--- src/rtl/bramfifo_fwft.sv ---
// Single-clock FIFO on simple dual-port block RAM with fill tracking,
// thresholds, sticky error flags and an optional first-word-fall-through stage.
module bramfifo_fwft #(
   parameter int DATA_  = 8,
   parameter int ADDR_  = 8,
   parameter int FWFT_  = 1,
   parameter int AFULL_ = 4,
   parameter int AEMPTY_ = 4
) (
   input  logic             clk,
   input  logic             rst_,
   input  logic             clr,
   input  logic             we,
   input  logic [DATA_-1:0] din,
   input  logic             re,
   output logic [DATA_-1:0] dout,
   output logic             dval,
   output logic             full,
   output logic             afull,
   output logic             empty,
   output logic             aempty,
   output logic [ADDR_:0]   fillc,
   output logic             ovf,
   output logic             udf
);

   localparam logic [ADDR_:0]   C_DEPTH = (ADDR_+1)'(2**ADDR_);
   localparam logic [ADDR_:0]   C_AFTH  = (ADDR_+1)'(2**ADDR_ - AFULL_);
   localparam logic [ADDR_:0]   C_AETH  = (ADDR_+1)'(AEMPTY_);
   localparam logic [ADDR_:0]   C_F1    = (ADDR_+1)'(1);
   localparam logic [ADDR_-1:0] C_P1    = (ADDR_)'(1);

   logic [DATA_-1:0] r_mem [2**ADDR_];
   logic [ADDR_-1:0] r_rp;
   logic [ADDR_-1:0] r_wp;
   logic [ADDR_:0]   r_fillc;
   logic [ADDR_:0]   r_ramc;
   logic [DATA_-1:0] r_q;
   logic [DATA_-1:0] r_dout;
   logic             r_qv;
   logic             r_dval;
   logic             r_ovf;
   logic             r_udf;

   logic             w_full;
   logic             w_empty;
   logic             w_dval;
   logic             w_wrAcc;
   logic             w_rdAcc;
   logic             w_ramRd;
   logic             w_adv;

   // r_ramc counts words still in RAM; r_fillc also counts words in flight
   // through the RAM output register and the FWFT output register.
   always_comb begin
      w_full  = (r_fillc == C_DEPTH);
      w_empty = (r_fillc == '0);
      w_dval  = (FWFT_ != 0) ? r_dval : r_qv;
      w_wrAcc = we && !w_full && !clr;
      w_rdAcc = 1'b0;
      w_ramRd = 1'b0;
      w_adv   = 1'b1;
      if (FWFT_ != 0) begin
         w_rdAcc = re && r_dval && !clr;
         w_adv   = (!r_dval || w_rdAcc) && !clr;
         w_ramRd = (r_ramc != '0) && w_adv;
      end else begin
         w_rdAcc = re && !w_empty && !clr;
         w_ramRd = w_rdAcc;
      end
   end

   always_ff @(posedge clk or negedge rst_) begin
      if (!rst_) begin
         r_rp    <= '0;
         r_wp    <= '0;
         r_fillc <= '0;
         r_ramc  <= '0;
         r_qv    <= 1'b0;
         r_dval  <= 1'b0;
         r_ovf   <= 1'b0;
         r_udf   <= 1'b0;
      end else if (clr) begin
         r_rp    <= '0;
         r_wp    <= '0;
         r_fillc <= '0;
         r_ramc  <= '0;
         r_qv    <= 1'b0;
         r_dval  <= 1'b0;
         r_ovf   <= 1'b0;
         r_udf   <= 1'b0;
      end else begin
         if (w_wrAcc) r_wp <= r_wp + C_P1;
         if (w_ramRd) r_rp <= r_rp + C_P1;
         case ({w_wrAcc, w_rdAcc})
            2'b10:   r_fillc <= r_fillc + C_F1;
            2'b01:   r_fillc <= r_fillc - C_F1;
            default: r_fillc <= r_fillc;
         endcase
         case ({w_wrAcc, w_ramRd})
            2'b10:   r_ramc <= r_ramc + C_F1;
            2'b01:   r_ramc <= r_ramc - C_F1;
            default: r_ramc <= r_ramc;
         endcase
         // In standard mode w_adv is always 1, so r_qv is a one-cycle strobe.
         if (w_adv) begin
            r_qv   <= w_ramRd;
            r_dval <= r_qv;
         end
         if (we && w_full)   r_ovf <= 1'b1;
         if (re && !w_rdAcc) r_udf <= 1'b1;
      end
   end

   // Storage and data registers carry no reset, matching block RAM.
   always_ff @(posedge clk) begin
      if (w_wrAcc) r_mem[r_wp] <= din;
      if (w_ramRd) r_q <= r_mem[r_rp];
      if (w_adv && r_qv) r_dout <= r_q;
   end

   assign dout   = (FWFT_ != 0) ? r_dout : r_q;
   assign dval   = w_dval;
   assign full   = w_full;
   assign afull  = (r_fillc >= C_AFTH);
   assign empty  = w_empty;
   assign aempty = (r_fillc <= C_AETH);
   assign fillc  = r_fillc;
   assign ovf    = r_ovf;
   assign udf    = r_udf;

endmodule

--- config.mk ---
export PLATFORM = sky130hd
export DESIGN_NAME = bramfifo_fwft
export DESIGN_NICKNAME = d
export VERILOG_FILES = /design/src/rtl/bramfifo_fwft.sv
export SDC_FILE = /design/constraint.sdc
export NUM_CORES = 2
export LEC_CHECK = 0
export CORE_ASPECT_RATIO = 0.9
export CORE_MARGIN = 4
export CORE_UTILIZATION = 44
export CTS_CLUSTER_DIAMETER = 50
export DETAILED_ROUTE_END_ITERATION = 7
export SLEW_MARGIN = 20
export SYNTH_ARGS = -nofsm -noshare
export SYNTH_HDL_FRONTEND = slang
export SYNTH_SLANG_ARGS = --single-unit
--- constraint.sdc ---
create_clock -name clk -period 5.7 [get_ports clk]
set_input_delay 0.855 -clock clk [delete_from_list [all_inputs] [get_ports clk]]
set_output_delay 0.855 -clock clk [all_outputs]
set_load 0.01 [all_outputs]
Yosys cells after proc, flatten, opt, wreduce, memory -nomap -nowiden --
Memory sizes are Yosys's and may differ from the RTL's. A register that Yosys moved wholly into a read port is not among the register bits. Index checks and enable logic that the tools add are counted.
Word-level totals: logic and storage cells 64, RAM bits 2048, flip-flop bits (word level) 46, memories 1
Operators by class: equality and inequality tests 5, reduce and logical (&&, ||, !) cells 23, mux-type cells 18, $lt $le $gt $ge 2, add/sub/neg operators 6
Memories:
- r_mem | depth 256, bits a word 8, read ports 1, clocked after Yosys merged registers in 1, write ports 1, line 33 | logic [DATA_-1:0] r_mem [2**ADDR_];
Operator list (count):
- $pmux 9 s2 | 2
- $mux 8 | 4
- $add 9x1->9 const B | 2
- $mux 9 | 2
- $sub 9x1->9 const B | 2
- $add 8x1->8 const B | 2
- $mux 1 | 10
- $reduce_bool 2->1 | 5
- $eq 9x9->1 const B | 1
- $ge 9x8->1 const B | 1
- $le 9x3->1 const B | 1
- $logic_and 1x1->1 | 9
- $logic_not 9->1 | 1
- $reduce_bool 9->1 | 1
- $reduce_bool 3->1 | 2
- $eq 2x1->1 const B | 2
- $eq 2x2->1 const B | 2
- $logic_not 1->1 | 4
- $logic_or 1x1->1 | 1

Logic depth before layout (Yosys ltp) --
depth after elaboration 8, mapped depth 13

Worst setup path before layout --
No wires, ideal clock.
path kind reg2reg, start register r_fillc[1] (netlist: fillc[1]), end register r_ramc[6], setup time 0.095 ns, stages on the path, launching flop included 14, path buffers 2, data required time 5.605 ns, slack 2.527 ns, arrival time 3.078 ns, period minus slack after synthesis 3.173 ns, path through dfrtp_1 > buf_6 > or4_4 > o41ai_2 > nand3_2 > xnor2_1 > ha_1 > bufbuf_16 > nor3_1 > nand2_1 > a41oi_1 > a21oi_1 > xnor2_1 > o31ai_1
On the way: word-level cells in the longest chain between the ends 7, elaborated cells on any way between the ends 9, classes of those cells 3 x eq/ne; 2 x mux; 4 x reduce/logical
RTL lines:
- from (decl) | line 36 | logic [ADDR_:0] r_fillc;
- from (signal assigned) | line 96 | 2'b10: r_fillc <= r_fillc + C_F1;
- from (signal assigned) | line 97 | 2'b01: r_fillc <= r_fillc - C_F1;
- from (signal assigned) | line 98 | default: r_fillc <= r_fillc;
- $eq 9x9->1 * | line 56 | w_full = (r_fillc == C_DEPTH);
- $logic_not 1->1 * | line 59 | w_wrAcc = we && !w_full && !clr;
- $logic_and 1x1->1 * (2 in series) | line 59
- $eq 2x1->1 or $eq 2x2->1 (tied branches) | line 100 | case ({w_wrAcc, w_ramRd})
- $pmux 9 s2 | line 100
- $mux 9 | line 83 | end else if (clr) begin
- to (signal assigned) | line 101 | 2'b10: r_ramc <= r_ramc + C_F1;
- to (signal assigned) | line 102 | 2'b01: r_ramc <= r_ramc - C_F1;
- to (signal assigned) | line 103 | default: r_ramc <= r_ramc;
- to (decl) | line 37 | logic [ADDR_:0] r_ramc;
Mark *: on every way between the ends. The rest lies on a longest branch, timed or not. A chain may end at the register's enable or synchronous reset.

==> reports/qor.yml <==
clocking:
  postCtsSetupRepairBufs: 0
  cts-hold-fix-buffers: 0
  clockRootBuffer: "clkbuf_16"
  cts_made_buffers: 204
  htreeDepth: 4
  cts_tree: "built"
  clk_latency_ns: 0.84
  clock_sinks: 2102
  cts_resized: 0
  clkSlewWorstSetupHoldPaths_ns: 0.06
  cts_buffer_depth: 3
synth:
  ys_ff_latch: 2102
  syn_area_um2: 81800
  syn_inst: 3816
  synth-async-reset-ratio_pct: 1.81
  yosysSeqAreaShare_pct: 76.9
  yosys.cell_types.count: 74
  synth_common_cells: "2064 x edfxtp_1, 534 x mux4_2, 314 x nor2_1"
  synth.area.top_cells: "edfxtp_1 76%, mux4_2 15%, nor2_1 1.4%, dfrtp_1 1.2%, a221oi_1 0.72%"
  yosys_most_used_dff: "edfxtp_1"
  ys_warn_count: 0
  avgSynthCellArea_um2: 21.4
  synth_edf_count: 2064
  synth.most_common_cell: "edfxtp_1"
  synth_nets: 3840
  synth_top_area_share_pct: 75.7
  yosysTopAreaCell: "edfxtp_1"
timing:
  tightest_slew_ns: 1.18
  worst_slack_ns: 1.62
  hold_viol_final: 0
  setup-tns-final_ns: 0
  period_needed_ns: 4.08
  drv_slew: 0
  slew_headroom_pct: 21.3
  setup_viol: 0
  rsz0062_at_grt: "false"
  skew_ns: 0.0414
  min_period_over_period_pct: 71.6
  max_freq_ghz: 0.245
critical_path:
  required_ns: 6.26
  critPathLaunchType: "flip-flop"
  worstPathArrival_ns: 4.64
  crit_fanout: 34
  crit_path_start: "r_rp[0]"
  critical_path_class: "reg -> reg"
  timing.rr.start: "r_rp[0]"
  end_kind: "flip-flop"
power:
  power_frac_comb_pct: 17.1
  ir_worst_vdd_uv: 319
  p_clk_share_pct: 36.2
  cellPowerDensity_nw_per_um2: 403
  p_leak_uw: 0.0278
  switchingPower_uw: 9410
  p_sw_share_pct: 25.4
  internal_power_uw: 27600
  p_seq_share_pct: 46.8
floorplan:
  dieHeight_um: 417
  die_w_um: 463
  core_area_um2: 184000
  initial_core_util_pct: 44.5
  io_pins: 37
  row_count: 149
  dieArea_um2: 193000
routing:
  vias_per_cell: 6.16
  drt_first_iter_violations: 5431
  final_antenna_net_count: 0
  post_drt_wl_per_cell_um: 32.2
  drc: 0
  drt-total-wl_um: 210000
  dr.pass1.iters: 5
  vias: 40100
global_routing:
  grt_remaining_overflow: 0
  antenna_found_initial: 8
  grt_pass1_vias: 39800
  grt_usage_pct: 21.6
  grt_pass1_wl_um: 301000
  grt_max_degree: 171
cells_and_area:
  nets: 3954
  syn2layout_area_growth_pct: 12.1
  fillers: 14400
  final_layout_size_suffix_gt1_share_pct: 24.6
worst_hold_path:
  hold_class: "in -> async"
placed_design:
  dpl.hpwl_um: 124000
  routabilityCongestion: 0.816
  portBuffers: 36
  post-place-ws_ns: 1.42
job:
  drv_cap: 0
outcome:
  status: "finished clean"
worst paths after layout:
path	slack, ns	depth (start not counted)	end
min in group clk	0.36	1	r_mem[105][1]
max in group asynchronous	4.83	1	r_rp[3]
worst min-delay path	0.17	1	udf
worst max-delay path	1.62	7	r_q[2]
worst min register to register	0.49	2	udf
worst max register to register	1.62	7	r_q[2]
layout make-up:
cell class | count | area, µm² | area share, %
multi-input combinational | 1462 | 17600 | 19.2
antenna | 3 | 7.51 | 0.00818
clock inverter | 120 | 1140 | 1.25
sequential | 2102 | 62900 | 68.6
tap | 2416 | 3020 | 3.29
inverter | 11 | 41.3 | 0.0450
clock buffer | 254 | 5440 | 5.93
timing repair buffer | 149 | 1530 | 1.66
through the flow:
step                      std cells  area, µm²  power (µW)  utilization (%)  hold slack, ns
after floorplan                3816      81800       21900                -           0.400
after global placement         6139      85100       24000             46.3           0.482
after detailed placement       6139      85200       24000             46.3           0.487
after CTS                      6513      91700       37300             49.9           0.146
after global routing           6515      91800       38300             49.9           0.194
final                          6517      91800       37000             49.9           0.173
kinds of logic (layout without fill, tap and decap cells):
| family | Yosys count | after routing | share of synthesized area [%] |
|---|---|---|---|
| flops | 2102 | 2102 | 76.9 |
| mux | 552 | 552 | 14.9 |
| simple gates | 533 | 533 | 2.87 |
| compound gates | 343 | 343 | 3.20 |
| buf+inv | 252 | 534 | 1.67 |
| xor+xnor | 23 | 23 | 0.246 |
| fa+ha+maj | 11 | 11 | 0.168 |
| other cells | 0 | 3 | 0 |
cells in the final DEF (no fill, tap or decap), types with 11 or more instances in the layout:
cell             synthesis  final
clkbuf_16                0    210
mux2_2                  11     11
mux4_2                 534    534
nand3_1                 45     41
nor2b_1                 17     14
xor2_1                  13     13
nor4_1                  11     11
clkinvlp_4               0     11
clkbuf_1               121     42
a22oi_1                 77     77
nor2_1                 314    309
bufinv_16                0     18
dfrtp_1                 38     33
a22o_1                  60     60
o22ai_1                 36     36
and3_1                  11     11
buf_12                   0     24
nand2_1                 64     59
clkdlybuf4s50_1          0     26
buf_4                   28     88
o21ai_0                 18     18
clkinv_2                 0     38
a21oi_1                 28     28
clkinv_1                 0     36
edfxtp_1              2064   2064
a221oi_1                67     66
ha_1                    11     11
nand4_1                 16     16
nor3_1                  20     20
a31oi_1                 16     16
per-layer routing:
layer,wire length [µm],up-vias,global-route usage [%]
met5,23,-,0
met4,5510,4,5.64
met3,18100,322,5.11
met2,95400,1820,32.1
met1,90700,21700,32.4
li1,-,16300,-
power groups by stage:
| stage | combinational [µW] | sequential (µW) | clock, µW |
|---|---|---|---|
| after CTS | 6380 | 17300 | 13600 |
| final | 6320 | 17300 | 13400 |
| after detailed placement | 6360 | 17600 | 0 |
| after global routing | 6710 | 17300 | 14300 |
| after global placement | 6340 | 17600 | 0 |
| after floorplan | 4490 | 17400 | 0 |
worst max-delay path: stages, from the launching register on:
cell,delay [ns]
dfrtp_4,0.82
buf_12,0.38
buf_4,0.35
mux4_2,0.55
a221oi_1,0.58
o22ai_1,0.28
o21ai_0,0.66
nand4_1,0.15
flip-flops by register name, indices dropped and copies added (netlist names):
signal,count
dout,8
dval,1
fillc,9
ovf,1
r_mem,2048
r_q,8
r_qv,1
r_ramc,9
r_rp,8
r_wp,8
udf,1
(Power assumes the default switching activity.)
